[src/rtl/sipo_deframer.sv]
// sipo_deframer: MSB-first serial-to-parallel deframer with start marker and one-word output buffer
module sipo_deframer #(
    parameter int N = 8
) (
    input  logic         clk,
    input  logic         reset,
    input  logic         start,
    input  logic         ser_in,
    input  logic         out_ready,
    output logic [N-1:0] data_out,
    output logic         data_valid,
    output logic         busy,
    output logic         frame_err,
    output logic         overrun
);
    localparam int CW = $clog2(N);

    typedef enum logic {IDLE, SHIFT} state_t;

    state_t        state, state_nxt;
    logic [N-2:0]  sreg;
    logic [CW-1:0] cnt;
    logic [N-1:0]  word;
    logic          last, complete, accept;

    assign word     = {sreg, ser_in};
    assign last     = cnt == CW'(N - 1);
    assign complete = state == SHIFT && !start && last;
    assign accept   = complete && (!data_valid || out_ready);

    // state register
    always_ff @(posedge clk or negedge reset) begin
        if (!reset) state <= IDLE;
        else        state <= state_nxt;
    end

    // next state: a start always (re)enters SHIFT, the final bit returns to IDLE
    always_comb begin
        state_nxt = state;
        if (start)         state_nxt = SHIFT;
        else if (complete) state_nxt = IDLE;
    end

    // busy mirrors the SHIFT state
    always_comb begin
        busy = state == SHIFT;
    end

    // shift register and bit counter; idle cycles without start leave them untouched
    always_ff @(posedge clk or negedge reset) begin
        if (!reset) begin
            sreg <= '0;
            cnt  <= '0;
        end else if (start) begin
            sreg <= (N-1)'(ser_in);
            cnt  <= CW'(1);
        end else if (state == SHIFT) begin
            sreg <= complete ? sreg : word[N-2:0];
            cnt  <= complete ? '0 : cnt + CW'(1);
        end
    end

    // output buffer: a completed word is taken if the buffer is empty or drained on the same edge
    always_ff @(posedge clk or negedge reset) begin
        if (!reset) begin
            data_out   <= '0;
            data_valid <= 1'b0;
        end else if (accept) begin
            data_out   <= word;
            data_valid <= 1'b1;
        end else if (data_valid && out_ready) begin
            data_valid <= 1'b0;
        end
    end

    // one-cycle error pulses: abandoned partial word, dropped completed word
    always_ff @(posedge clk or negedge reset) begin
        if (!reset) begin
            frame_err <= 1'b0;
            overrun   <= 1'b0;
        end else begin
            frame_err <= state == SHIFT && start;
            overrun   <= complete && data_valid && !out_ready;
        end
    end
endmodule

[config.mk]
export PLATFORM = sky130hd
export DESIGN_NAME = sipo_deframer
export DESIGN_NICKNAME = d
export VERILOG_FILES = /design/src/rtl/sipo_deframer.sv
export SDC_FILE = /design/constraint.sdc
export NUM_CORES = 1
export LEC_CHECK = 0
export BUFFER_PORTS_ARGS = -buffer_cell sky130_fd_sc_hd__buf_4
export CAP_MARGIN = 20
export CORE_MARGIN = 2
export CORE_UTILIZATION = 50
export DETAILED_ROUTE_END_ITERATION = 7
export GPL_ROUTABILITY_DRIVEN = 0
export PLACE_DENSITY_LB_ADDON = 0.1
export RECOVER_POWER = 100
export SYNTH_ARGS = -nofsm -noshare
export SYNTH_HDL_FRONTEND = slang
export SYNTH_SLANG_ARGS = --single-unit
[constraint.sdc]
create_clock -name clk -period 1.7 [get_ports clk]
set_input_delay 0.255 -clock clk [delete_from_list [all_inputs] [get_ports clk]]
set_output_delay 0.255 -clock clk [all_outputs]
set_load 0.005 [all_outputs]
==> results.toml, run 1 <==
[cells_and_area]
nFillCells = 144
stdcell_area_mm2 = 0.001114
drive_gt1_share_pct = 29.35
diodes = 0
layout_common_cells = "dfrtp_1 (22), nand2_1 (14), clkbuf_4 (14), a21oi_1 (7)"
layout_commonest_cell = "dfrtp_1"
final_nets = 100
area_growth_pct = 21.09

[setup_path]
critPathBufInv = 1
cp.required_ns = 1.90
cp_max_fo = 8
cp_slowest_cell = "dfrtp_1"
start_kind = "register"
timing.rr.end = "data_out[5]$_DFFE_PN0P_"
rr_worst_depth = 6
cpMostUsedCell = "ha_1"
r2r_slack_ns = 0.14
r2r-start = "cnt[0]$_DFFE_PN0P_"
critical_path.top_delay_family = "flip-flops"
end_kind = "register"
cpPeakStageDelay_ns = 0.38
arrival_ns = 1.77
path_class = "register to register"
crit_path_cell_trace = "ha_1 -> ha_1 -> nand3b_2 -> nor2b_4 -> buf_12 -> mux2_1"

[power_and_ir_drop]
p_leak_uw = 0.0005600
vdd_drop_max_uv = 753.6
totalPowerFinal_uw = 1269
powerDensity_mw_per_mm2 = 1139

[synth]
yosysWarnings = 0
synth_area_per_cell_um2 = 12.95
netlist_instances = 71
syn_area_um2 = 919.6
synthesis.nets = 78
yosys.cell_types.count = 18
yosysSeqAreaShare_pct = 59.86
ys_ff_latch = 22

[detailed_routing]
drt-total-wl_um = 1389
wl_per_cell_um = 11.87
vias = 555
drc = 0
ant_nets = 0
drt_first_pass_iters = 4
drt_iter0_markers = 4
vias_per_cell = 4.744

[grt]
grt_overflow = 0
grt_max_degree = 23
track_usage_pct = 14.54
grt_pass1_wl_um = 2180
grt_pass1_vias = 479
grt_antenna_before_repair = 0

[sta]
setup_viol = 0
min_period_over_period_pct = 92.05
worst_pin_slew_ns = 1.139
fin_skew_ns = 0.01116
clock.fmax_mhz = 639.1
hold_violations = 0
slew_viol_final = 0
fin_crit_ns = 1.565
setup-tns-final_ns = 0
maxSlewHeadroom_pct = 24.07
rsz0062_at_grt = "false"
whs_ns = 0.1760

[hold_path]
hold_depth = 2
whs_endpoint = "sreg[6]$_DFFE_PN0P_"
hold_class = "input port to register"
worstHoldStart = "start"

[floorplan]
ioPinCount = 17
die_w_um = 46.89
core_mm2 = 0.001727
start_util_pct = 53.26
row_count = 15
fp.dieH_um = 46.89
fp.dieArea_mm2 = 0.002198

[flow_run]
maxCapViolCount = 0

[clock_network]
cts.clk_slew.worst_paths_ns = 0.13
htree_levels = 1
clkLatencyLatePin_ns = 0.31
cts-root-buf = "clkbuf_4"
clock-sinks = 22
cts_resized = 0
tritoncts = "yes"
clockBufferDepth = 2
cts-buffers-inserted = 3

[placement]
dpl_cell_area_mm2 = 0.001057
io_buffers = 16
post-dp-hpwl_um = 995.3

[run_status]
status = "completed"
flip-flops by register name, indices dropped and copies added, names as in the netlist:
name,flops
data_valid,1
frame_err,1
sreg,7
overrun,1
busy,1
cnt,3
data_out,8
repair_timing:
| action | 4_1_cts | 5_1_grt |
|---|---|---|
| setup endpoints to repair | 0 | 2 |
| hold buffers | 1 | 0 |
| endpoints found under the hold margin | 22 | 0 |
| buffers inserted | 0 | 1 |
kinds of logic after synthesis:
group / Yosys count / share of synthesized area (%)
fa+ha+maj: 2 / 2.721
mux: 10 / 15.37
flops: 22 / 59.86
compound gates: 8 / 4.353
simple gates: 26 / 14.56
buf+inv: 3 / 3.128
stage by stage:
step	cells	setup slack [ns]	utilization, %
after global placement	111	0.1402	61.23
after CTS	116	0.06324	64.86
after detailed placement	111	0.07121	61.23
after floorplan	71	0.1583	-
after global routing	117	0.04272	64.49
final	117	0.1352	64.49
how the worst max path moves through the flow:
stage / startpoint / end / slack, ns / cells past startpoint
after floorplan: cnt[0]$_DFFE_PN0P_ / sreg[0]$_DFFE_PN0P_ / 0.16 / 5
after global placement: cnt[0]$_DFFE_PN0P_ / data_out[4]$_DFFE_PN0P_ / 0.14 / 5
after detailed placement: cnt[0]$_DFFE_PN0P_ / data_out[7]$_DFFE_PN0P_ / 0.07 / 5
after CTS: cnt[0]$_DFFE_PN0P_ / data_out[7]$_DFFE_PN0P_ / 0.06 / 5
after global routing: cnt[0]$_DFFE_PN0P_ / data_out[6]$_DFFE_PN0P_ / 0.04 / 6
final: cnt[0]$_DFFE_PN0P_ / data_out[5]$_DFFE_PN0P_ / 0.14 / 6
synthesized netlist by cell type (all sizes together):
cell    instances  area share, %
a21oi           7            3.8
and2            1           0.68
and2b           1           0.82
buf             1            2.2
clkbuf          2           0.95
dfrtp          22             60
ha              2            2.7
mux2            9             14
mux2i           1            1.1
nand2          14            5.7
nand2b          4            2.7
nand3b          1            1.2
nor2            3            1.2
nor2b           2            2.2
o21ai           1           0.54
metal layers:
metal	wire [µm]	global-route usage, %	share of wire, %
met3	55	4.231	4.0
met5	0	0	0
met4	14	6.667	1.0
met2	600	20.00	43
met1	718	21.13	52
cell type report:
type	count	area, µm²	share of cell area, %
Clock buffer	3	22.52	2.022
Tap cell	25	31.28	2.809
Sequential cell	22	550.5	49.44
Multi-Input combinational cell	46	321.6	28.88
Timing Repair Buffer	20	157.7	14.16
Clock inverter	1	30.03	2.697
report_power, final:
| group | total [µW] | internal [µW] | switching (µW) |
|---|---|---|---|
| Clock | 394 | 238 | 155 |
| Sequential | 640 | 597 | 43.8 |
| Combinational | 235 | 145 | 89.8 |
No activity file was read; power rests on OpenSTA's default activity.
==> inputs of run 2 (changes only) <==
--- a/config.mk
+++ b/config.mk
@@ -12,4 +12,5 @@
 export DETAILED_ROUTE_END_ITERATION = 7
 export GPL_ROUTABILITY_DRIVEN = 0
+export GPL_TIMING_DRIVEN = 0
 export PLACE_DENSITY_LB_ADDON = 0.1
 export RECOVER_POWER = 100
==> constraint.sdc (replaced) <==
create_clock -name clk -period 1.7 [get_ports clk]
set_input_delay 0.255 -clock clk [delete_from_list [all_inputs] [get_ports clk]]
set_output_delay 0.255 -clock clk [all_outputs]
set_load 0.1 [all_outputs]
==> results.toml, run 2 (same netlist as run 1, synthesis figures left out) <==
[sta]
maxSlewHeadroom_pct = 64.16
worst_slack_ns = 0.1033
slew_viol_final = 0
rsz0062_at_grt = "false"
fin_crit_ns = 1.597
clock.fmax_mhz = 626.3
worst_pin_slew_ns = 0.5400
hold_violations = 0
fin_skew_ns = 0.004352
setup-tns-final_ns = 0
setup_viol = 0
min_period_over_period_pct = 93.92

[grt]
grt_pass1_wl_um = 2421
grt_antenna_before_repair = 0
grt_max_degree = 23
grt_overflow = 0
track_usage_pct = 16.03
grt_pass1_vias = 513

[setup_path]
cp.required_ns = 1.91
path_class = "register to register"
startpoint = "cnt[0]$_DFFE_PN0P_"
cpMostUsedCell = "ha_1"
cp_max_fo = 8
start_kind = "register"
crit_path_cell_trace = "ha_1 -> ha_1 -> nand3b_2 -> nor2b_4 -> buf_12 -> mux2_1"
rr_worst_depth = 6
cpPeakStageDelay_ns = 0.38
cp_slowest_cell = "dfrtp_1"
arrival_ns = 1.80
r2r-start = "cnt[0]$_DFFE_PN0P_"
end_kind = "register"

[placement]
place_ws_ns = 0.05897
post-dp-hpwl_um = 976.8
io_buffers = 16

[hold_path]
worstHoldStart = "ser_in"
hold_depth = 2
hold_class = "input port to register"

[detailed_routing]
ant_nets = 0
drt-total-wl_um = 1441
vias = 562
drt_first_pass_iters = 4
vias_per_cell = 4.803
drc = 0
wl_per_cell_um = 12.32
drt_iter0_markers = 3

[power_and_ir_drop]
clkPwrFrac_pct = 24.1
switching_power_uw = 686.7
totalPowerFinal_uw = 1657
sw_frac_of_total_pct = 41.44
vdd_drop_max_uv = 836.6
powerDensity_mw_per_mm2 = 1502
p_int_uw = 970.4
p_seq_share_pct = 38.8
p_leak_uw = 0.0005568
power_frac_comb_pct = 37.1

[cells_and_area]
largest-register = "data_out"
layout_common_cells = "dfrtp_1 (21), nand2_1 (14), clkbuf_2 (12), a21oi_1 (7), mux2_4 (6)"
largest_reg_flops = 8
drive_gt1_share_pct = 34.78
reg.largest.list = "data_out x8, sreg x7, cnt x3"
layout_commonest_cell = "dfrtp_1"
fin_util_pct = 63.91
area_growth_pct = 20.00
diodes = 0
final_nets = 100

[floorplan]
fp.dieArea_mm2 = 0.002198
ioPinCount = 17
die_w_um = 46.89
row_count = 15
start_util_pct = 53.26
fp.dieH_um = 46.89
core_mm2 = 0.001727

[clock_network]
cts-root-buf = "clkbuf_4"
cts.clk_slew.worst_paths_ns = 0.13
clkLatencyLatePin_ns = 0.31
cts-buffers-inserted = 3
clock-sinks = 22
htree_levels = 1
clockBufferDepth = 2
tritoncts = "yes"

[run_status]
status = "completed"

[flow_run]
maxCapViolCount = 0
[run 2: timing repair]
| item | 4_1_cts | 5_1_grt |
|---|---|---|
| setup buffers | 0 | 0 |
| gates resized for setup | 0 | 2 |
| hold endpoints to repair | 22 | 0 |
| hold buffers | 1 | 0 |
| endpoints found under the setup margin | 0 | 1 |
[run 2: power groups by stage]
stage | sequential (µW) | combinational, µW | clock, µW
2_1_floorplan | 1030 | 139 | 0
3_3_place_gp | 651 | 647 | 0
3_5_place_dp | 656 | 653 | 0
4_1_cts | 645 | 656 | 405
5_1_grt | 654 | 641 | 428
6_report | 642 | 615 | 399
[run 2: worst paths after layout]
path | to | slack (ns)
max | data_out[5]$_DFFE_PN0P_ | 0.10
min | data_out[0]$_DFFE_PN0P_ | 0.19
max reg2reg | data_out[5]$_DFFE_PN0P_ | 0.10
min reg2reg | data_out[7]$_DFFE_PN0P_ | 0.51
max in group asynchronous | data_valid$_DFFE_PN0P_ | 0.89
min in group asynchronous | sreg[3]$_DFFE_PN0P_ | 0.44
[run 2: metrics by stage]
step                      hold slack (ns)  area, µm²  cells
after CTS                          0.1896       1136    117
after floorplan                  -0.04059      922.1     71
after detailed placement           0.1601       1074    112
final                              0.1888       1104    117
after global placement             0.1573       1074    112
after global routing               0.1749       1104    117
[run 2: final cells by class]
cell class | count | area (µm²)
well taps | 25 | 31.28
multi-input cells | 46 | 340.3
flip-flops and latches | 22 | 551.8
fillers | 156 | 623.1
clock inverters | 1 | 30.03
repair buffers | 17 | 100.1
plain buffers | 3 | 27.53
clock buffers | 3 | 22.52
[run 2: metal layers]
| layer | up-vias | part of all wire (%) | global-route usage [%] |
|---|---|---|---|
| met5 | - | 0 | 0 |
| met2 | 12 | 46 | 23.56 |
| li1 | 276 | - | - |
| met3 | 4 | 3.3 | 3.462 |
| met4 | 0 | 1.8 | 6.667 |
| met1 | 270 | 49 | 23.08 |
[run 2: worst max-delay path, delay by kind of cell (launching register included)]
family | cells | cell delay, ns
flip-flops | 1 | 0.38
adder cells (fa/ha/maj) | 2 | 0.36
multiplexers | 1 | 0.32
buffers and inverters | 1 | 0.14
AND/OR/NAND/NOR | 2 | 0.30
